File: src/rtl/dna_stream_feeder_pkg.sv
// Shared definitions for the DNA stream feeder: nucleotide codes,
// FSM state encoding and the decoded-character record.
package dna_stream_feeder_pkg;

  // Width of a nucleotide code on the array interface.
  localparam int NUC_W = 3;

  // Nucleotide codes. 'N' maps onto the fill code so that it never matches.
  localparam logic [NUC_W-1:0] NUC_FILL = 3'b000;
  localparam logic [NUC_W-1:0] NUC_A    = 3'b001;
  localparam logic [NUC_W-1:0] NUC_G    = 3'b010;
  localparam logic [NUC_W-1:0] NUC_T    = 3'b011;
  localparam logic [NUC_W-1:0] NUC_C    = 3'b100;
  localparam logic [NUC_W-1:0] NUC_N    = NUC_FILL;

  // Feeder states.
  typedef enum logic [2:0] {
    ST_IDLE   = 3'd0,
    ST_QUERY  = 3'd1,
    ST_SUB    = 3'd2,
    ST_FLUSH  = 3'd3,
    ST_FINISH = 3'd4
  } state_e;

  // Classification of one host byte.
  typedef struct packed {
    logic [NUC_W-1:0] code;
    logic             is_base;
    logic             is_n;
    logic             is_other;
  } nuc_dec_t;

  // ASCII byte -> decoded nucleotide record (case-insensitive).
  function automatic nuc_dec_t ascii_to_nuc(input logic [7:0] b);
    nuc_dec_t r;
    r = '{code: NUC_FILL, is_base: 1'b0, is_n: 1'b0, is_other: 1'b1};
    case (b)
      8'h41, 8'h61: r = '{code: NUC_A, is_base: 1'b1, is_n: 1'b0, is_other: 1'b0};
      8'h47, 8'h67: r = '{code: NUC_G, is_base: 1'b1, is_n: 1'b0, is_other: 1'b0};
      8'h54, 8'h74: r = '{code: NUC_T, is_base: 1'b1, is_n: 1'b0, is_other: 1'b0};
      8'h43, 8'h63: r = '{code: NUC_C, is_base: 1'b1, is_n: 1'b0, is_other: 1'b0};
      8'h4E, 8'h6E: r = '{code: NUC_N, is_base: 1'b0, is_n: 1'b1, is_other: 1'b0};
      default:      r = '{code: NUC_FILL, is_base: 1'b0, is_n: 1'b0, is_other: 1'b1};
    endcase
    return r;
  endfunction

endpackage

File: src/rtl/dna_stream_feeder_ascii_nuc_decode.sv
// Combinational ASCII -> nucleotide decoder. Kept as its own block so a
// host-side decoder can reuse exactly the same classification.
module dna_stream_feeder_ascii_nuc_decode
  import dna_stream_feeder_pkg::*;
(
  input  logic [7:0]       byte_i,
  output logic [NUC_W-1:0] code_o,
  output logic             is_base_o,
  output logic             is_n_o,
  output logic             is_other_o
);

  nuc_dec_t dec;

  // Classify the incoming byte.
  always_comb begin
    dec        = ascii_to_nuc(byte_i);
    code_o     = dec.code;
    is_base_o  = dec.is_base;
    is_n_o     = dec.is_n;
    is_other_o = dec.is_other;
  end

endmodule

File: src/rtl/dna_stream_feeder.sv
// Feeds the head of the comparison array: loads the query, streams the
// subject, then flushes the systolic chain with fill characters.
module dna_stream_feeder
  import dna_stream_feeder_pkg::*;
#(
  parameter int LENGTH_CHAR    = 3,
  parameter int LENGTH_COUNTER = 8,
  parameter int LENGTH_ADDRESS = 16,
  parameter int FLUSH_CYCLES   = 6
) (
  input  logic                      com_clk,
  input  logic                      reset,
  input  logic                      start,
  input  logic [LENGTH_ADDRESS-1:0] query_len,
  input  logic [LENGTH_ADDRESS-1:0] sub_len,
  input  logic [7:0]                in_data,
  input  logic                      in_valid,
  output logic                      in_ready,
  output logic [LENGTH_CHAR-1:0]    query_char_out,
  output logic                      query_enable,
  output logic [LENGTH_CHAR-1:0]    sub_char_out,
  output logic                      sub_enable,
  output logic                      busy,
  output logic                      done,
  output logic                      err,
  output logic [LENGTH_COUNTER-1:0] dropped_count
);

  localparam int FLUSH_W = (FLUSH_CYCLES < 2) ? 1 : $clog2(FLUSH_CYCLES);

  state_e state_q, state_d;

  logic [LENGTH_ADDRESS-1:0] q_len_q, q_len_d;
  logic [LENGTH_ADDRESS-1:0] s_len_q, s_len_d;
  logic [LENGTH_ADDRESS-1:0] q_pos_q, q_pos_d;
  logic [LENGTH_ADDRESS-1:0] s_pos_q, s_pos_d;
  logic [FLUSH_W-1:0]        flush_cnt_q, flush_cnt_d;
  logic [LENGTH_CHAR-1:0]    q_char_q, q_char_d;
  logic                      q_en_q, q_en_d;
  logic [LENGTH_CHAR-1:0]    s_char_q, s_char_d;
  logic                      s_en_q, s_en_d;
  logic                      done_q, done_d;
  logic                      err_q, err_d;
  logic [LENGTH_COUNTER-1:0] drop_q, drop_d;

  logic [NUC_W-1:0] dec_code;
  logic             dec_is_base;
  logic             dec_is_n;
  logic             dec_is_other;

  logic ready_c;
  logic accept;
  logic q_last;
  logic s_last;
  logic flush_last;

  dna_stream_feeder_ascii_nuc_decode u_decode (
    .byte_i     (in_data),
    .code_o     (dec_code),
    .is_base_o  (dec_is_base),
    .is_n_o     (dec_is_n),
    .is_other_o (dec_is_other)
  );

  assign accept     = in_valid && ready_c;
  assign q_last     = (q_pos_q == q_len_q - LENGTH_ADDRESS'(1));
  assign s_last     = (s_pos_q == s_len_q - LENGTH_ADDRESS'(1));
  assign flush_last = (flush_cnt_q == FLUSH_W'(FLUSH_CYCLES - 1));

  // State register.
  always_ff @(posedge com_clk) begin
    if (reset) begin
      state_q <= ST_IDLE;
    end else begin
      state_q <= state_d;
    end
  end

  // Next-state logic; 'N' in the query aborts, the last character of each
  // phase hands over without a bubble.
  always_comb begin
    state_d = state_q;
    case (state_q)
      ST_IDLE: begin
        if (start) begin
          state_d = (query_len == '0) ? ST_FINISH : ST_QUERY;
        end
      end
      ST_QUERY: begin
        if (accept) begin
          if (dec_is_n) begin
            state_d = ST_FINISH;
          end else if (dec_is_base && q_last) begin
            state_d = (s_len_q == '0) ? ST_FLUSH : ST_SUB;
          end
        end
      end
      ST_SUB: begin
        if (accept && (dec_is_base || dec_is_n) && s_last) begin
          state_d = ST_FLUSH;
        end
      end
      ST_FLUSH: begin
        if (flush_last) begin
          state_d = ST_FINISH;
        end
      end
      ST_FINISH: state_d = ST_IDLE;
      default:   state_d = ST_IDLE;
    endcase
  end

  // Combinational outputs: handshake readiness and busy follow the state.
  always_comb begin
    ready_c = 1'b0;
    busy    = 1'b0;
    case (state_q)
      ST_IDLE:  begin ready_c = 1'b0; busy = 1'b0; end
      ST_QUERY: begin ready_c = 1'b1; busy = 1'b1; end
      ST_SUB:   begin ready_c = 1'b1; busy = 1'b1; end
      default:  begin ready_c = 1'b0; busy = 1'b1; end
    endcase
  end

  assign in_ready = ready_c;

  // Datapath next values: strobes are registered so they appear one cycle
  // after acceptance; character outputs hold when their strobe is low.
  always_comb begin
    q_len_d     = q_len_q;
    s_len_d     = s_len_q;
    q_pos_d     = q_pos_q;
    s_pos_d     = s_pos_q;
    flush_cnt_d = flush_cnt_q;
    q_char_d    = q_char_q;
    q_en_d      = 1'b0;
    s_char_d    = s_char_q;
    s_en_d      = 1'b0;
    done_d      = (state_q == ST_FINISH);
    err_d       = err_q;
    drop_d      = drop_q;

    case (state_q)
      ST_IDLE: begin
        if (start) begin
          q_len_d     = query_len;
          s_len_d     = sub_len;
          q_pos_d     = '0;
          s_pos_d     = '0;
          flush_cnt_d = '0;
          drop_d      = '0;
          err_d       = (query_len == '0);
        end
      end
      ST_QUERY: begin
        if (accept) begin
          if (dec_is_base) begin
            q_char_d = LENGTH_CHAR'(dec_code);
            q_en_d   = 1'b1;
            q_pos_d  = q_pos_q + LENGTH_ADDRESS'(1);
          end else if (dec_is_n) begin
            err_d = 1'b1;
          end else if (dec_is_other && (drop_q != {LENGTH_COUNTER{1'b1}})) begin
            drop_d = drop_q + LENGTH_COUNTER'(1);
          end
        end
      end
      ST_SUB: begin
        if (accept) begin
          if (dec_is_base || dec_is_n) begin
            // 'N' decodes to the fill code, so it keeps its slot but never matches.
            s_char_d = LENGTH_CHAR'(dec_code);
            s_en_d   = 1'b1;
            s_pos_d  = s_pos_q + LENGTH_ADDRESS'(1);
          end else if (dec_is_other && (drop_q != {LENGTH_COUNTER{1'b1}})) begin
            drop_d = drop_q + LENGTH_COUNTER'(1);
          end
        end
      end
      ST_FLUSH: begin
        s_char_d    = LENGTH_CHAR'(NUC_FILL);
        s_en_d      = 1'b1;
        flush_cnt_d = flush_cnt_q + FLUSH_W'(1);
      end
      default: begin
      end
    endcase
  end

  // Datapath registers; reset clears every output and counter.
  always_ff @(posedge com_clk) begin
    if (reset) begin
      q_len_q     <= '0;
      s_len_q     <= '0;
      q_pos_q     <= '0;
      s_pos_q     <= '0;
      flush_cnt_q <= '0;
      q_char_q    <= '0;
      q_en_q      <= 1'b0;
      s_char_q    <= '0;
      s_en_q      <= 1'b0;
      done_q      <= 1'b0;
      err_q       <= 1'b0;
      drop_q      <= '0;
    end else begin
      q_len_q     <= q_len_d;
      s_len_q     <= s_len_d;
      q_pos_q     <= q_pos_d;
      s_pos_q     <= s_pos_d;
      flush_cnt_q <= flush_cnt_d;
      q_char_q    <= q_char_d;
      q_en_q      <= q_en_d;
      s_char_q    <= s_char_d;
      s_en_q      <= s_en_d;
      done_q      <= done_d;
      err_q       <= err_d;
      drop_q      <= drop_d;
    end
  end

  assign query_char_out = q_char_q;
  assign query_enable   = q_en_q;
  assign sub_char_out   = s_char_q;
  assign sub_enable     = s_en_q;
  assign done           = done_q;
  assign err            = err_q;
  assign dropped_count  = drop_q;

endmodule

File: config.mk
export PLATFORM = sky130hd
export DESIGN_NAME = dna_stream_feeder
export DESIGN_NICKNAME = d
export VERILOG_FILES = /design/src/rtl/dna_stream_feeder_pkg.sv /design/src/rtl/dna_stream_feeder_ascii_nuc_decode.sv /design/src/rtl/dna_stream_feeder.sv
export SDC_FILE = /design/constraint.sdc
export NUM_CORES = 1
export LEC_CHECK = 0
export ABC_AREA = 1
export CORE_ASPECT_RATIO = 1.25
export CORE_MARGIN = 2
export CORE_UTILIZATION = 56
export CTS_CLUSTER_SIZE = 12
export DETAILED_ROUTE_END_ITERATION = 10
export PLACE_DENSITY = 0.8
export SYNTH_ARGS = -nofsm -noshare
export SYNTH_HDL_FRONTEND = slang
export SYNTH_HIERARCHICAL = 1
export SYNTH_SLANG_ARGS = --single-unit
File: constraint.sdc
create_clock -name com_clk -period 2.64 [get_ports com_clk]
set_input_delay 0.528 -clock com_clk [delete_from_list [all_inputs] [get_ports com_clk]]
set_output_delay 0.528 -clock com_clk [all_outputs]
set_load 0.01 [all_outputs]
---- Word-level counts from Yosys, hierarchy flattened ----
Index checks and enable logic that the tools add are counted.
word-level totals
  bits in registers ....................... 88
  input port bits ......................... 44
cells by class
  add/sub/neg operators ................... 6
  equal/unequal tests ..................... 30
  mux-type cells .......................... 41
  bitwise logic cells ..................... 2
  reduce and logical (&&, ||, !) cells .... 30
operators with widths
  cell                                                                    number
  8-bit by 7-bit equality test with 1-bit output (second input constant)  10
  16-bit 2-to-1 mux                                                       5
  16-bit case mux with 2 select lines                                     2
  8-bit 2-to-1 mux                                                        7
  16-bit by 1-bit adder with 16-bit output (second input constant)        2
  16-bit equality test                                                    2
  16-bit logical NOT                                                      2
  16-bit by 1-bit subtractor with 16-bit output (second input constant)   2
  3-bit 2-to-1 mux                                                        10
  6-bit case mux with 5 select lines                                      1
  8-bit case mux with 3 select lines                                      1
  2-bit != test (second input constant)                                   9
  3-bit case mux with 2 select lines                                      2
  3-bit case mux with 4 select lines                                      1
  2-bit OR reduction                                                      6
  1-bit 2-to-1 mux                                                        10
  5-bit AND reduction                                                     2
  8-bit by 1-bit adder with 8-bit output (second input constant)          1
  8-bit != test (second input constant)                                   1
  4-bit AND reduction                                                     2
  2-bit nonzero test                                                      4
  7-bit AND reduction                                                     1
  3-bit by 2-bit equality test with 1-bit output (second input constant)  2
  3-bit equality test (second input constant)                             2
  13 further kinds                                                        22

---- Depth between registers and ports, before layout ----
  depth in word-level cells ............... 9
  depth in mapped cells ................... 19
  depth with buffers taken out ............ 19

---- Modules after synthesis ----
Netlist, hierarchy kept.
modules (own cells, without submodules)
  module                              times used  cells each  area an instance (µm²)  seq. area each (µm²)
  dna_stream_feeder                   1           766         5,119.9                 1,761.7
  dna_stream_feeder_ascii_nuc_decode  1           30          142.6                   0.0

---- Worst setup path before layout ----
No wires, ideal clock.
  path type ............................... input to register
  start point ............................. input in_data[7]
  end point ............................... register q_pos_q[15]
  library setup time ...................... 113 ps
  data arrival time ....................... 2,097 ps
  required time ........................... 2,527 ps
  setup slack ............................. 430 ps
  stages on the path ...................... 18
  cell sequence ........................... inv_1 > nand2_2 > nor2_2 > nand2_2 > nand3_2 > inv_1 > nor2_4 > nor2_2 > nor2_4 > nand2_4 > nor2_4 > nand3_4 > nor2_8 > nand3_4 > nor2_4 > nand3_1 > nand2_1 > nor2_1
on the way
  cells in the longest elaborated chain, start to end .. 5
  elaborated cells between the ends (all ways) .. 18
  classes of those cells .................. eq/ne: 11; mux: 1; reduce/logical: 6
ends and longest elaborated chain
  what                                                         line                         text
  from (decl)                                                  dna_stream_feeder.sv:16      input logic [7:0] in_data,
  8-bit by 7-bit equality test with 1-bit output               dna_stream_feeder_pkg.sv:37  case (b)
  2-bit OR reduction                                           dna_stream_feeder_pkg.sv:37
  6-bit case mux with 5 select lines *                         dna_stream_feeder_pkg.sv:37
  net dec_is_base                                              dna_stream_feeder.sv:47      logic dec_is_base;
  2-bit by 1-bit != test with 1-bit output (no source line) *  --
  4-bit AND reduction (no source line) *                       --
  to (signal assigned)                                         dna_stream_feeder.sv:208     q_pos_q <= q_pos_d;
  to (decl)                                                    dna_stream_feeder.sv:35      logic [LENGTH_ADDRESS-1:0] q_pos_q, q_pos_d;
The timed path passes the listed nets; every way through them passes the cells marked *.
A chain may end at the register's enable or synchronous reset.

---- Worst setup path after layout ----
  start point ............................. input in_data[3]
  end point ............................... register state_q[0]
on the way
  cells in the longest elaborated chain, start to end .. 8
  elaborated cells between the ends (all ways) .. 26
  classes of those cells .................. eq/ne: 12; mux: 4; reduce/logical: 10
ends and longest elaborated chain
  what                                            line                         text
  8-bit by 7-bit equality test with 1-bit output  dna_stream_feeder_pkg.sv:37
  2-bit OR reduction                              dna_stream_feeder_pkg.sv:37
  6-bit case mux with 5 select lines *            dna_stream_feeder_pkg.sv:37
  net dec_is_base                                 dna_stream_feeder.sv:47
  1-bit logical OR                                dna_stream_feeder.sv:99      if (accept && (dec_is_base || dec_is_n) && s_last) begin
  1-bit logical AND (2 in series)                 dna_stream_feeder.sv:99
  2-bit != test (no source line)                  --
  5-bit AND reduction (no source line) *          --
  to (signal assigned)                            dna_stream_feeder.sv:75      state_q <= state_d;
  to (decl)                                       dna_stream_feeder.sv:31      state_e state_q, state_d;
The timed path passes the listed nets; every way through them passes the cells marked *. The select of a mux whose other input is x is not followed.

==> metrics.md <==
| Metric | Value |
|---|---|
| Status | `finished, final reports clean` |
| Simple-gate share of the synthesized area | `35.9%` |
| Avg Cell Area, Syn | `6.61 um^2` |
| Final layout net count | `938` |
| Pin count of the biggest net entering global routing | `37` |
| Clock Skew | `~6.1 ps` |
| Clk buf depth | `2` |
| Clk Latency, worst-skew pair | `350 ps` |
| Slew @ Worst Pin | `729 ps` |
| Adder-Cell Fraction of Synth Area | `between 1.5 and 2%` |
| Max-slew violation count | `0` |
| Vias in the first global route | `5320` |
| Critical Path Source | `in_data[3]` |
| Worst endpoint required time | `2930 ps` |
| Final WS setup | `194 ps` |
| Die area | `10200 um^2` |
| Die Ht | `112 um` |
| Synth Area in XOR/XNOR | `5.99%` |
| Placer Congestion | `0.957` |
| Clock root cell | `clkbuf_16` |
| Post-Syn Instances | `796` |
| Via count | `around 5500` |
| HP Start | `sub_char_out[2]` |
| Residual DRC count | `0` |
| CP max FO | `4` |
| First-pass GRT wire length | `roughly 23 mm` |
| Synth Area in Compound Gates | `13.7%` |
| Cell variety after synth | `38` |
| Synth Warn # | `6` |
| Clk slew on worst S/H paths | `70 ps` |
| Gr ovfl total | `0` |
| Commonest non-fill, non-tap cells in the layout | `nand2_1 (160), nor2_1 (114), inv_1 (104)` |
| Yosys reg bits | `88` |
| EDFF count, synth | `0` |
| Crit end category | `flop` |
| Ys flop type | `dfxtp_1` |
| Hold Crit Class | `reg -> reg` |
| Top cell type's share of synthesized area | `between 30% and 40%` |
| Main combinational cell family by area after synthesis | `simple AND/OR/NAND/NOR gates` |
| Worst rel slew slack | `51.3%` |
| Via density | `5.44` |
| Startpoint Class | `input port` |
| Power per cell area | `834 nW/um^2` |
| Post-Syn Nets | `847` |
| Ports | `between 60 and 70` |
| Most common cell after layout, fill and taps aside | `nand2_1` |
| Layout Area Growth over Synthesis | `24.8%` |
| Avg WL per Cell | `approximately 14 um` |
| Layout cells sized above 1 | `11.2%` |
| Initial DRC count | `approximately 300` |
| Initial antenna violation count | `0` |
| Fraction of registers with async set/reset | `0%` |
| Antenna-violating nets left | `0` |
| Core Area | `9130 um^2` |
| Antenna Cells | `0` |
| RR Startpoint | `q_len_q[0]` |
| Post-synthesis sequential area ratio | `about a third` |
| Leak pwr | `about 2.8 nW` |
| Hpwl dp | `10.6 mm` |
| Mux contribution to synthesized area | `0%` |
| Pre-CTS setup slack | `-192 ps` |
| Path type of the worst setup path | `in -> reg` |
| Final WL | `14.2 mm` |
| Clock sink count | `88` |
| # port buffers | `62` |
| Mapped Area | `5260 um^2` |
| CTS tree | `built` |
| Post-CTS Setup Inserts | `0` |
| Die Span X | `90.7 um` |
| Period utilisation layout | `92.6%` |
| Pwr Total | `5.47 mW` |
| VDD IR max | `477 uV` |
| DR pass1 iterations | `7` |
| Achievable Freq | `409 MHz` |
| Synth top area cells | `dfxtp_1 (33%), nand2_1 (11%), nor2_1 (8.1%), inv_1 (7.4%), a21oi_1 (6.1%)` |
| CP arrival | `between 2000 and 3000 ps` |
| Final hold violation count | `0` |
| Min cycle time layout | `around 2400 ps` |
| Top cell type by total area after synthesis | `dfxtp_1` |
| # Max-Cap Violations | `0` |
| Total CTS buffers | `9` |
| H-tree depth | `3` |
| Cts hold-fix bufs | `0` |
| Number of core rows | `39` |
| Initial Utilization | `57.7%` |
| Global-route total usage across every layer | `28.2%` |
| Endpoints failing setup | `0` |
==> routing by layer <==
layer | up-vias | part of all wire (%) | GRT usage, %
met5 | - | 0 | 0
met4 | 0 | 3.1 | 14.1
met3 | 36 | 3.6 | 4.90
met2 | 153 | 54 | 52.9
met1 | 2588 | 39 | 30.2
li1 | 2738 | - | -
==> Yosys cell counts (2+ instances only) <==
cell type,number
nor2_2,9
xnor2_1,12
o221ai_1,2
nor3_1,13
dfxtp_1,88
a211oi_1,5
nand3_4,3
a31oi_1,2
a21oi_1,64
o21ai_1,3
nor2_1,114
nand3_1,47
nand2_2,6
nand2_1,161
nor3b_1,5
nor2_4,5
clkbuf_1,13
inv_4,2
nand4_1,9
nor4_1,7
inv_2,6
nand3b_1,4
nor3_2,4
inv_1,104
a21oi_2,2
nand2_4,7
xor2_1,24
nand3_2,2
ha_1,7
buf_2,2
o21ai_0,57
==> what timing repair did <==
action | in CTS | in global routing
hold endpoints to repair | 0 | 0
setup endpoints to repair | 0 | 4
gates resized for setup | 0 | 5
==> per-stage QoR <==
step	area (um^2)	utilization, %	instances	setup TNS [ps]	hold WS (ps)
2_1_floorplan	5260	-	796	0	448
3_3_place_gp	6230	68.3	999	-579	455
3_5_place_dp	6230	68.3	999	-1870	458
4_1_cts	6550	71.8	1014	0	468
5_1_grt	6570	71.9	1014	-45.3	484
6_report	6570	71.9	1014	0	467
==> final timing paths <==
path | cells after the start | end | slack [ps]
setup reg to reg | 14 | state_q[0] | 280
setup / recovery | 20 | state_q[0] | 190
hold / removal | 2 | sub_char_out[2] | 470
hold reg to reg | 2 | sub_char_out[2] | 470
==> worst max-delay path: stages <==
cell and delay [ps]:
clkdlybuf4s50_1 410, inv_2 70, nand2_1 60, nor2_2 160, nand2_2 80, nand3_2 100
inv_1 90, nand2_2 110, nand2_1 60, nor2_1 180, nand3_1 90, nor2_1 90
nand2_1 50, nor2_1 80, nand3_1 90, nand2_1 100, nand3_2 130, nand2_1 100
nand2_1 50, nor2_1 90
==> state kept, by name, summed over array words and instances, names as in the netlist, 3 cells and up <==
register / flops
dropped_count: 8
flush_cnt_q: 3
q_len_q: 16
q_pos_q: 16
query_char_out: 3
s_len_q: 16
s_pos_q: 16
state_q: 3
sub_char_out: 3
==> power breakdown <==
group / internal, mW / total [mW] / leakage, nW / switching [mW]
registers: 1.52 / 1.73 / 0.717 / 0.209
clock network: 0.850 / 1.40 / 0.155 / 0.552
logic: 0.858 / 2.34 / 1.96 / 1.48
total: 3.23 / 5.47 / 2.83 / 2.24
==> layout make-up <==
class                   count  area, um^2
fillers                   739        2560
clock buffers              10         239
well taps                 123         154
flip-flops and latches     88        1760
inverters                 112         425
clock inverters             5        81.3
multi-input cells         580        3020
repair buffers             96         883
==> cell families after synthesis <==
logic type | after synthesis
AOI/OAI and AO/OA | 137
xor gates and xnor gates | 36
adders and majority gates | 7
buffers and inverters | 128
DFF | 88
and+or+nand+nor | 400
Power figures use the tool's default switching activity.
